`config.mk`:
```
export PLATFORM = sky130hd
export DESIGN_NAME = cpu_mem_arbiter
export DESIGN_NICKNAME = d
export VERILOG_FILES = /design/src/rtl/cpu_mem_arbiter_pkg.sv /design/src/rtl/cpu_mem_arbiter_arb_prio_starve.sv /design/src/rtl/cpu_mem_arbiter.sv
export SDC_FILE = /design/constraint.sdc
export NUM_CORES = 1
export LEC_CHECK = 0
export BUFFER_PORTS_ARGS = -buffer_cell sky130_fd_sc_hd__buf_2
export CORE_MARGIN = 2
export CORE_UTILIZATION = 42
export DETAILED_ROUTE_END_ITERATION = 12
export HOLD_SLACK_MARGIN = 0.05
export PLACE_DENSITY = 0.78
export SLEW_MARGIN = 25
export SYNTH_ARGS = -nofsm -noshare
export SYNTH_HDL_FRONTEND = slang
export SYNTH_SLANG_ARGS = --single-unit
```
`constraint.sdc`:
```
create_clock -name clk -period 6.9 [get_ports clk]
set_input_delay 1.725 -clock clk [delete_from_list [all_inputs] [get_ports clk]]
set_output_delay 1.725 -clock clk [all_outputs]
set_load 0.01 [all_outputs]
```
`src/rtl/cpu_mem_arbiter_pkg.sv`:
```
// Shared encodings for the CPU memory arbiter: FSM states, transaction owner
// and a small width helper.
package cpu_mem_arbiter_pkg;

    typedef enum logic [1:0] {
        ST_IDLE = 2'd0,
        ST_REQ  = 2'd1,
        ST_WAIT = 2'd2
    } state_e;

    typedef enum logic {
        OWN_IF = 1'b0,
        OWN_LS = 1'b1
    } owner_e;

    // Bits needed to hold 0..max inclusive.
    function automatic int unsigned cnt_width(input int unsigned max);
        return (max < 1) ? 1 : $clog2(max + 1);
    endfunction

endpackage

```
`src/rtl/cpu_mem_arbiter_arb_prio_starve.sv`:
```
// LS-priority grant with an anti-starvation counter that forces an IF grant
// after STARVE_MAX consecutive LS grants while IF is waiting.
module cpu_mem_arbiter_arb_prio_starve
    import cpu_mem_arbiter_pkg::*;
#(
    parameter int unsigned STARVE_MAX = 4
) (
    input  logic clk,
    input  logic rst,
    input  logic idle,
    input  logic if_valid,
    input  logic ls_valid,
    output logic grant_if_c,
    output logic grant_ls_c
);

    localparam int unsigned CNT_W = cnt_width(STARVE_MAX);

    logic [CNT_W-1:0] starve_cnt;
    logic             starve_hit;

    always_comb begin
        starve_hit = (starve_cnt == CNT_W'(STARVE_MAX)) && if_valid;
        grant_ls_c = ls_valid && !starve_hit;
        grant_if_c = if_valid && !grant_ls_c;
    end

    // Only IDLE cycles are arbitration cycles; the count is frozen otherwise.
    always_ff @(posedge clk or posedge rst) begin
        if (rst) begin
            starve_cnt <= '0;
        end else if (idle) begin
            if (grant_ls_c && if_valid) begin
                if (starve_cnt != CNT_W'(STARVE_MAX)) begin
                    starve_cnt <= starve_cnt + CNT_W'(1);
                end
            end else begin
                starve_cnt <= '0;
            end
        end
    end

endmodule

```
`src/rtl/cpu_mem_arbiter.sv`:
```
// Shares one memory port between instruction fetch and load/store, one
// transaction at a time, with registered response routing to the owner.
module cpu_mem_arbiter
    import cpu_mem_arbiter_pkg::*;
#(
    parameter int unsigned ADDR_W     = 32,
    parameter int unsigned DATA_W     = 32,
    parameter int unsigned STARVE_MAX = 4
) (
    input  logic                clk,
    input  logic                rst,
    input  logic                if_req_valid,
    input  logic [ADDR_W-1:0]   if_req_addr,
    output logic                if_req_ready,
    output logic                if_rsp_valid,
    output logic [DATA_W-1:0]   if_rsp_rdata,
    input  logic                ls_req_valid,
    input  logic                ls_req_we,
    input  logic [ADDR_W-1:0]   ls_req_addr,
    input  logic [DATA_W-1:0]   ls_req_wdata,
    input  logic [DATA_W/8-1:0] ls_req_wstrb,
    output logic                ls_req_ready,
    output logic                ls_rsp_valid,
    output logic [DATA_W-1:0]   ls_rsp_rdata,
    output logic                mem_req_valid,
    output logic                mem_req_we,
    output logic [ADDR_W-1:0]   mem_req_addr,
    output logic [DATA_W-1:0]   mem_req_wdata,
    output logic [DATA_W/8-1:0] mem_req_wstrb,
    input  logic                mem_req_ready,
    input  logic                mem_rsp_valid,
    input  logic [DATA_W-1:0]   mem_rsp_rdata,
    output logic                err
);

    localparam int unsigned STRB_W = DATA_W / 8;

    state_e              state_q, state_d;
    owner_e              owner_q;
    logic                we_q;
    logic [ADDR_W-1:0]   addr_q;
    logic [DATA_W-1:0]   wdata_q;
    logic [STRB_W-1:0]   wstrb_q;
    logic                grant_if_c, grant_ls_c;
    logic                accept_c;

    cpu_mem_arbiter_arb_prio_starve #(
        .STARVE_MAX (STARVE_MAX)
    ) u_arb (
        .clk        (clk),
        .rst        (rst),
        .idle       (state_q == ST_IDLE),
        .if_valid   (if_req_valid),
        .ls_valid   (ls_req_valid),
        .grant_if_c (grant_if_c),
        .grant_ls_c (grant_ls_c)
    );

    always_ff @(posedge clk or posedge rst) begin
        if (rst) state_q <= ST_IDLE;
        else     state_q <= state_d;
    end

    // Next state plus the handshake outputs decoded from the current state.
    always_comb begin
        state_d       = state_q;
        if_req_ready  = 1'b0;
        ls_req_ready  = 1'b0;
        mem_req_valid = 1'b0;
        accept_c      = 1'b0;
        case (state_q)
            ST_IDLE: begin
                if_req_ready = grant_if_c && !rst;
                ls_req_ready = grant_ls_c && !rst;
                accept_c     = grant_if_c || grant_ls_c;
                if (accept_c) state_d = ST_REQ;
            end
            ST_REQ: begin
                mem_req_valid = 1'b1;
                if (mem_req_ready) state_d = ST_WAIT;
            end
            ST_WAIT: begin
                if (mem_rsp_valid) state_d = ST_IDLE;
            end
            default: state_d = ST_IDLE;
        endcase
    end

    // Payload captured at the accept edge; IF fetches are always reads.
    always_ff @(posedge clk or posedge rst) begin
        if (rst) begin
            owner_q <= OWN_IF;
            we_q    <= 1'b0;
            addr_q  <= '0;
            wdata_q <= '0;
            wstrb_q <= '0;
        end else if (accept_c) begin
            if (grant_ls_c) begin
                owner_q <= OWN_LS;
                we_q    <= ls_req_we;
                addr_q  <= ls_req_addr;
                wdata_q <= ls_req_wdata;
                wstrb_q <= ls_req_wstrb;
            end else begin
                owner_q <= OWN_IF;
                we_q    <= 1'b0;
                addr_q  <= if_req_addr;
                wdata_q <= '0;
                wstrb_q <= '0;
            end
        end
    end

    always_comb begin
        mem_req_we    = we_q;
        mem_req_addr  = addr_q;
        mem_req_wdata = wdata_q;
        mem_req_wstrb = wstrb_q;
    end

    // Response routed to the owner one cycle after it arrives; rdata is
    // zero outside the pulse and on store acks.
    always_ff @(posedge clk or posedge rst) begin
        if (rst) begin
            if_rsp_valid <= 1'b0;
            if_rsp_rdata <= '0;
            ls_rsp_valid <= 1'b0;
            ls_rsp_rdata <= '0;
            err          <= 1'b0;
        end else begin
            if_rsp_valid <= 1'b0;
            if_rsp_rdata <= '0;
            ls_rsp_valid <= 1'b0;
            ls_rsp_rdata <= '0;
            if (mem_rsp_valid) begin
                if (state_q == ST_WAIT) begin
                    if (owner_q == OWN_IF) begin
                        if_rsp_valid <= 1'b1;
                        if_rsp_rdata <= mem_rsp_rdata;
                    end else begin
                        ls_rsp_valid <= 1'b1;
                        ls_rsp_rdata <= we_q ? '0 : mem_rsp_rdata;
                    end
                end else begin
                    err <= 1'b1;
                end
            end
        end
    end

endmodule

```
---- Yosys cells after proc, flatten, opt, wreduce, memory -nomap -nowiden ----
Cells that the tools add are included.
operators by class
  equality and inequality tests ........... 8
  multiplexer cells ....................... 28
  bitwise operators ....................... 1
  $add $sub $neg .......................... 1
  reductions and logical operators ........ 14
operator list
  kind                   count
  $mux W32               9
  $mux W1                12
  $ne A2 B2 Y1 const B   4
  $logic_and A1 B1 Y1    6
  $mux W2                3
  $mux W3                2
  $pmux W2 S3            1
  $mux W4                1
  $reduce_and A2 Y1      2
  $add A3 B1 Y3 const B  1
  $eq A3 B3 Y1 const B   1
  $logic_not A1 Y1       3
  $ne A3 B3 Y1 const B   1
  $reduce_and A3 Y1      1
  $eq A2 B1 Y1 const B   1
  $eq A2 B2 Y1 const B   1
  $logic_not A2 Y1       1
  $logic_or A1 B1 Y1     1
  $not A1 Y1             1
storage, ports and cells
  register bits after elaboration ......... 142

---- Logic depth before layout (Yosys ltp) ----
Gate-level depths: netlist of run 1.
  word-level depth ........................ 9
  mapped depth ............................ 7
  mapped depth without buffers ............ 5

---- Hierarchy ----
From an unflattened synthesis of run 1, not the netlist that was laid out.
unflattened totals
  cell total of the unflattened synthesis .. 365
  area, all modules ....................... 5430.2 µm²
by module, submodules not included
  module                           seq. area each (µm²)  area each (µm²)  instances  cells an instance
  cpu_mem_arbiter                  3478.3                5225.0           1          343
  cpu_mem_arbiter_arb_prio_starve  75.1                  205.2            1          22

---- Least setup slack after synthesis of run 1 ----
Ideal clock, no wire load.
  path type ............................... input to output
  start ................................... input rst
  end ..................................... output ls_req_ready
  setup slack ............................. 0.060 ns
  arrival ................................. 5.115 ns
  stages .................................. 2
  data required time ...................... 5.175 ns
  buffers on the path ..................... 0
  cell sequence ........................... inv_1 -> and2_1
on the way
  word-level cells in the longest chain between the ends .. 3
RTL lines
  item                               line                   source
  from (decl)                        cpu_mem_arbiter.sv:11  input logic rst,
  $logic_not A1 Y1 (no source line)  --
  $logic_and A1 B1 Y1                cpu_mem_arbiter.sv:74  ls_req_ready = grant_ls_c && !rst;
  $mux W1                            cpu_mem_arbiter.sv:71  case (state_q)
  to (decl)                          cpu_mem_arbiter.sv:22  output logic ls_req_ready,
Every way passes these cells.

---- Final worst setup path of run 1 ----
  start ................................... input if_req_valid
  end ..................................... output if_req_ready
on the way
  word-level cells in the longest chain between the ends .. 7
RTL lines
  item                   line                                   source
  from (decl)            cpu_mem_arbiter.sv:12                  input logic if_req_valid,
  $logic_and A1 B1 Y1    cpu_mem_arbiter_arb_prio_starve.sv:23  starve_hit = (starve_cnt == CNT_W'(STARVE_MAX)) && if_valid;
  $logic_not A1 Y1       cpu_mem_arbiter_arb_prio_starve.sv:24  grant_ls_c = ls_valid && !starve_hit;
  $logic_and A1 B1 Y1    cpu_mem_arbiter_arb_prio_starve.sv:24
  $logic_not A1 Y1       cpu_mem_arbiter_arb_prio_starve.sv:25  grant_if_c = if_valid && !grant_ls_c;
  $logic_and A1 B1 Y1 *  cpu_mem_arbiter_arb_prio_starve.sv:25
  $logic_and A1 B1 Y1 *  cpu_mem_arbiter.sv:73                  if_req_ready = grant_if_c && !rst;
  $mux W1 *              cpu_mem_arbiter.sv:71
  to (decl)              cpu_mem_arbiter.sv:14                  output logic if_req_ready,
Every way passes the cells marked *; elsewhere a longest branch is shown, timed or not.

==> impl_results.md, run 1 <==
- Result of the run: completed
- Antenna violations before repair: 0
- Crit path DAT: between 3000 and 4000 ps
- Pin count of the biggest net entering global routing: 78
- Power Dens Cells: between 400 and 500 nW/um^2
- Post-CTS setup buffer count: 0
- Area of the die: around 14000 um^2
- Max H-tree Level: 4
- Total count of hold-check failures in the final report: 0
- Final wirelength: between 15000 and 20000 um
- Core region area: between 10000 and 15000 um^2
- Cell area after synthesis: between 5000 and 6000 um^2
- Number of cells after detailed placement: 867
- Critical path's largest stage delay: about 560 ps
- Clock input transition at the sequential cells of the worst setup and hold paths: 60 ps
- Min Tclk post-route: between 5000 and 6000 ps
- Final Skew: between 7 and 8 ps
- CTS resizes: 0
- Global-route wire length before repair: about 24000 um
- Overall die height: 120 um
- Worst path slowest cell: sky130_fd_sc_hd__nand3_2
- Clock root buffer master: sky130_fd_sc_hd__clkbuf_16
- Hold crit path type: reg -> reg
- Final worst path period share: 78.7%
- Final-layout fill cell count: about 1100
- Number of remaining DRC errors: 0
- Maximum fanout count along the critical path: 36
- TritonCTS clock tree: yes
- Drt initial violations: about 370
- Startpoint of the worst register-to-register path: u_arb.starve_cnt[0]
- Post-layout instance count excluding filler cells: around 900
- Pin slew with the least headroom to its limit: about 860 ps
- Beginning of the critical path: if_req_valid
- Weighted congestion reported at the end of routability-driven placement: between 0.7 and 0.8
- CTS hold repair buffers: 0
- Number of unique standard cell types used by synthesis: 30
- Wire length per cell after detailed routing: approximately 17 um
- I/O pin count: between 200 and 300
- Max_cap viols: 0
- Skew-Pair Late Insertion Delay: 410 ps
- Gate count after technology mapping: between 400 and 500
- TritonCTS Buffers: 17
- Setup repair after global routing missed its margin: false
- Port bufs: 277
- Final antenna diode count: 0
- Number of core rows: 42
- Most common cell after layout, fill and taps aside: sky130_fd_sc_hd__buf_2
- Growth of design area from synthesis to finish: 36.5%
- CP most frequent cell: sky130_fd_sc_hd__buf_2
- Starting density of the core: roughly 43%
- Pleak: about 4.2 nW
- Router iterations before antenna repair: 5
- Avg Cell Area, Syn: 12.7 um^2
- Sequential share of the synthesized area: around 63%
- Tot Pwr: around 0.0032 W
- Routed via count divided by cell count: just over 5
- Critical Path, Cell by Cell: buf_2 -> nand3_2 -> and2_2 -> buf_4 -> nor4b_1 -> buf_2
- Max VDD drop: 0.197 mV
- Required time of the critical path: about 5200 ps
- Synthesis Warnings: 0
- Crit start category: primary input
- Syn Nets: just under 600
- Fmax: about 180 MHz
- Vias in the first global route: roughly 4700
- Total routing usage reported by global routing: 21.5%
- Register-to-register setup slack: between 4000 and 5000 ps
- Crit Path Category: in -> out
- Die X: between 100 and 150 um
- Start point of the worst hold path: err
- Yosys reg bits: about 140
- Num Clock Sinks: between 100 and 150
- Via total after detailed routing: around 4700
- Layout cells sized above 1: 48.3%
- Net count, final: about 850
- Remaining number of nets flagged by the antenna check after routing: 0
- Category of the worst setup path capture point: output pin
- DP HPWL: around 11000 um
- Most frequent cells in the layout: sky130_fd_sc_hd__buf_2, sky130_fd_sc_hd__dfrtp_1, sky130_fd_sc_hd__and2_1
- Normalized max-slew margin: 43.0%
- Final setup violating endpoints: 0
- Summed negative setup slack over all endpoints: 0 ps
- Clock tree buffer depth: 2
- Number of max-slew violations in the final report: 0
- Leftover overflow at the end of global routing: 0
==> registers in the layout (all words and copies together), names as in the netlist <==
name / flops
u_arb.starve_cnt: 3
err: 1
mem_req_wdata: 32
mem_req_we: 1
mem_req_addr: 32
state_q: 2
ls_rsp_valid: 1
if_rsp_rdata: 32
mem_req_wstrb: 4
if_rsp_valid: 1
ls_rsp_rdata: 32
owner_q: 1
==> metal layers <==
| metal | GRT usage (%) | vias to the layer above | routed length (um) |
|---|---|---|---|
| met5 | 0 | - | 0 |
| met4 | 7.92 | 0 | 255 |
| met3 | 8.21 | 24 | 1540 |
| met2 | 35.2 | 228 | 7530 |
| met1 | 26.1 | 2302 | 6050 |
| li1 | - | 2111 | - |
==> where the power goes <==
group          switching [W]  total (W)  internal, W
combinational       0.000593    0.00105     0.000453
clock               0.000345   0.000967     0.000622
sequential          0.000127    0.00118      0.00106
==> synth_stat cells (all sizes together) <==
library cell | number | area [um^2]
ha | 2 | 25.0
nor4b | 2 | 17.5
o221ai | 32 | 468
a21oi | 1 | 5.00
and4b | 1 | 10.0
and2 | 67 | 422
buf | 23 | 145
a21o | 2 | 15.0
nand3 | 34 | 175
nand4 | 33 | 206
a22o | 37 | 324
nand2 | 5 | 18.8
nor3b | 1 | 12.5
inv | 37 | 139
clkbuf | 17 | 63.8
or2 | 2 | 12.5
dfrtp | 142 | 3550
nor2 | 1 | 11.3
and3 | 1 | 6.26
and2b | 1 | 7.51
o21ai | 4 | 20.0
nand2b | 2 | 12.5
o22ai | 1 | 6.26
==> stage by stage <==
| step | cell area (um^2) | worst slack (ps) | hold slack (ps) | util, % |
|---|---|---|---|---|
| after floorplan | 5680 | 59.5 | 477 | - |
| after detailed placement | 7130 | 1500 | 449 | 53.8 |
| after global placement | 7130 | 1560 | 449 | 53.8 |
| final | 7750 | 1470 | 463 | 58.5 |
| after CTS | 7750 | 1490 | 471 | 58.5 |
| after global routing | 7750 | 1290 | 493 | 58.5 |
==> layout make-up <==
| type | instances | area, um^2 | area share [%] |
|---|---|---|---|
| Tap cell | 176 | 220 | 2.84 |
| Sequential cell | 142 | 3550 | 45.9 |
| Multi-Input combinational cell | 229 | 1780 | 22.9 |
| Timing Repair Buffer | 283 | 1430 | 18.5 |
| Clock buffer | 21 | 460 | 5.94 |
| Inverter | 37 | 144 | 1.86 |
| Clock inverter | 10 | 163 | 2.10 |
==> cell families after synthesis <==
logic type	after synthesis	synth area share, %
buffers and inverters	77	6.13
AOI/OAI and AO/OA	77	14.8
and+or+nand+nor	150	16.1
DFF	142	62.6
adders and majority gates	2	0.441
==> worst paths after layout <==
check / cells past startpoint / to
max: 6 / if_req_ready
max in group asynchronous: 3 / if_rsp_rdata[26]
min reg2reg: 1 / err
max reg2reg: 6 / mem_req_addr[26]
min in group asynchronous: 2 / u_arb.starve_cnt[0]
min: 1 / err
==> critical path: cells and delay by family <==
family                 cells  cell delay [ps]
buffers and inverters      3              610
and+or+nand+nor            3             1350
(Power assumes the default switching activity.)
==> inputs of run 2 (changes only) <==
- CORE_UTILIZATION: 42 -> 46
- PLACE_DENSITY: 0.78 -> 0.81
- clock period: 6.9 -> 5.25 ns (I/O delays scaled with it)
==> impl_results.md, run 2 (synthesis results as in run 1) <==
- Die X: roughly 120 um
- Startpoint of the worst register-to-register path: state_q[0]
- Summed negative setup slack over all endpoints: 0 ps
- Number of remaining DRC errors: 0
- Num Clock Sinks: roughly 140
- Result of the run: completed
- Final setup violating endpoints: 0
- Clock input transition at the sequential cells of the worst setup and hold paths: around 60 ps
- Antenna violations before repair: 1
- Total routing usage reported by global routing: around a quarter
- Core region area: approximately 12000 um^2
- Clock share of power: approximately a third
- I/O pin count: 278
- Starting density of the core: a little under half
- Remaining number of nets flagged by the antenna check after routing: 0
- Crit path DAT: between 2000 and 3000 ps
- Number of cells after detailed placement: 841
- Vias in the first global route: 4840
- Port bufs: about 280
- Pin slew with the least headroom to its limit: around 950 ps
- Most common cell after layout, fill and taps aside: sky130_fd_sc_hd__buf_2
- Maximum fanout count along the critical path: 15
- Router iterations before antenna repair: 6
- Net count, final: ~850
- Category of the worst setup path capture point: output pin
- Share of power burned in combinational logic: roughly a third
- Drt initial violations: 346
- Sequential group share of total power: between 30 and 40%
- Post-layout instance count excluding filler cells: 874
- DP HPWL: around 11000 um
- Max VDD drop: about 0.32 mV
- Overall die height: approximately 120 um
- Int Power: 0.00289 W
- Global-route wire length before repair: 23900 um
- Layout cells sized above 1: roughly half
- Pin count of the biggest net entering global routing: 75
- Power Dens Cells: approximately 550 nW/um^2
- Final worst path period share: between 70% and 80%
- Min Tclk post-route: just under 4000 ps
- Hold crit path type: reg -> reg
- Growth of design area from synthesis to finish: 37.2%
- Register-to-register setup slack: slightly above 3000 ps
- Required time of the critical path: around 3900 ps
- Max_cap viols: 0
- Pleak: 4.21 nW
- TritonCTS Buffers: 17
- Number of core rows: 40
- Setup repair after global routing missed its margin: false
- CTS hold repair buffers: 0
- Clock tree buffer depth: 2
- Cell area reported after detailed placement: 7110 um^2
- Post-CTS setup buffer count: 0
- Endpoint of the worst hold path: err
- CTS resizes: 0
- Crit start category: primary input
- Normalized max-slew margin: 36.8%
- Via total after detailed routing: 4604
- Start point of the worst hold path: err
- Final Skew: around 8.4 ps
- Switching Share: between 30% and 40%
- Routed via count divided by cell count: roughly 5.3
- Tot Pwr: about 0.0043 W
- Clock root buffer master: sky130_fd_sc_hd__clkbuf_16
- Total count of hold-check failures in the final report: 0
- Skew-Pair Late Insertion Delay: 410 ps
- Number of max-slew violations in the final report: 0
- Post-Route Utilization: 64.8%
- Area of the die: approximately 13000 um^2
- Worst reg2reg endpoint: mem_req_addr[31]
- Leftover overflow at the end of global routing: 0
- Final wirelength: about 15000 um
- Most frequent cells in the layout: sky130_fd_sc_hd__buf_2, sky130_fd_sc_hd__dfrtp_1, sky130_fd_sc_hd__and2_1
- Net load switching power: ~0.0014 W
- R2r worst-path depth: 4
- Fmax: 259 MHz
- Max H-tree Level: 4
- Worst hold stages: 1
- Weighted congestion reported at the end of routability-driven placement: roughly 0.85
- TritonCTS clock tree: yes
- Wire length per cell after detailed routing: approximately 18 um
- Final design area excluding fillers: 7790 um^2
- Crit Path Category: in -> out
## run 2: changes by cell type in the layout (fill, tap and decap cells not counted)
cell	previous run	this run
sky130_fd_sc_hd__buf_4	6	9
sky130_fd_sc_hd__bufinv_16	4	6
sky130_fd_sc_hd__clkbuf_1	2	1
sky130_fd_sc_hd__clkbuf_8	2	1
sky130_fd_sc_hd__diode_2	0	1
sky130_fd_sc_hd__inv_6	1	2
sky130_fd_sc_hd__or2_1	1	2
sky130_fd_sc_hd__or2_2	1	0
## run 2: area by class of cell
class	instances	area [um^2]
inverters	37	143
fillers	906	4220
clock buffers	19	443
multi-input cells	229	1780
well taps	147	184
flip-flops and latches	142	3550
diodes	1	2.50
repair buffers	286	1450
clock inverters	13	233
## run 2: power by group through the flow
stage / clock network, W / registers [W] / logic (W)
2_1_floorplan: 0 / 0.00168 / 0.000805
3_3_place_gp: 0 / 0.00155 / 0.00134
3_5_place_dp: 0 / 0.00157 / 0.00139
4_1_cts: 0.00139 / 0.00155 / 0.00140
5_1_grt: 0.00144 / 0.00158 / 0.00151
6_report: 0.00136 / 0.00155 / 0.00138
## run 2: critical path, cell delays in order
cell	delay, ps
sky130_fd_sc_hd__buf_2	140
sky130_fd_sc_hd__nand3_2	270
sky130_fd_sc_hd__and2_2	320
sky130_fd_sc_hd__nor4b_1	300
sky130_fd_sc_hd__buf_2	200
## run 2: metal layers
metal	global-route usage, %	wire length, um	vias up
met3	9.91	1540	30
met2	39.9	7850	230
met4	9.88	316	0
met5	0	0	-
met1	26.0	5720	2226
li1	-	-	2118
## run 2: how the worst max path moves through the flow
stage	start	end	slack, ps	depth (start not counted)
after floorplan	rst	ls_req_ready	110	2
after global placement	if_req_valid	if_req_ready	1470	5
after detailed placement	if_req_valid	if_req_ready	1410	5
after CTS	if_req_valid	if_req_ready	1400	5
after global routing	if_req_valid	if_req_ready	1310	5
final	if_req_valid	if_req_ready	1390	5
## run 2: through the flow
step | setup slack (ps) | hold WS [ps]
2_1_floorplan | 110 | 477
3_3_place_gp | 1470 | 445
3_5_place_dp | 1410 | 448
4_1_cts | 1400 | 459
5_1_grt | 1310 | 486
6_report | 1390 | 455
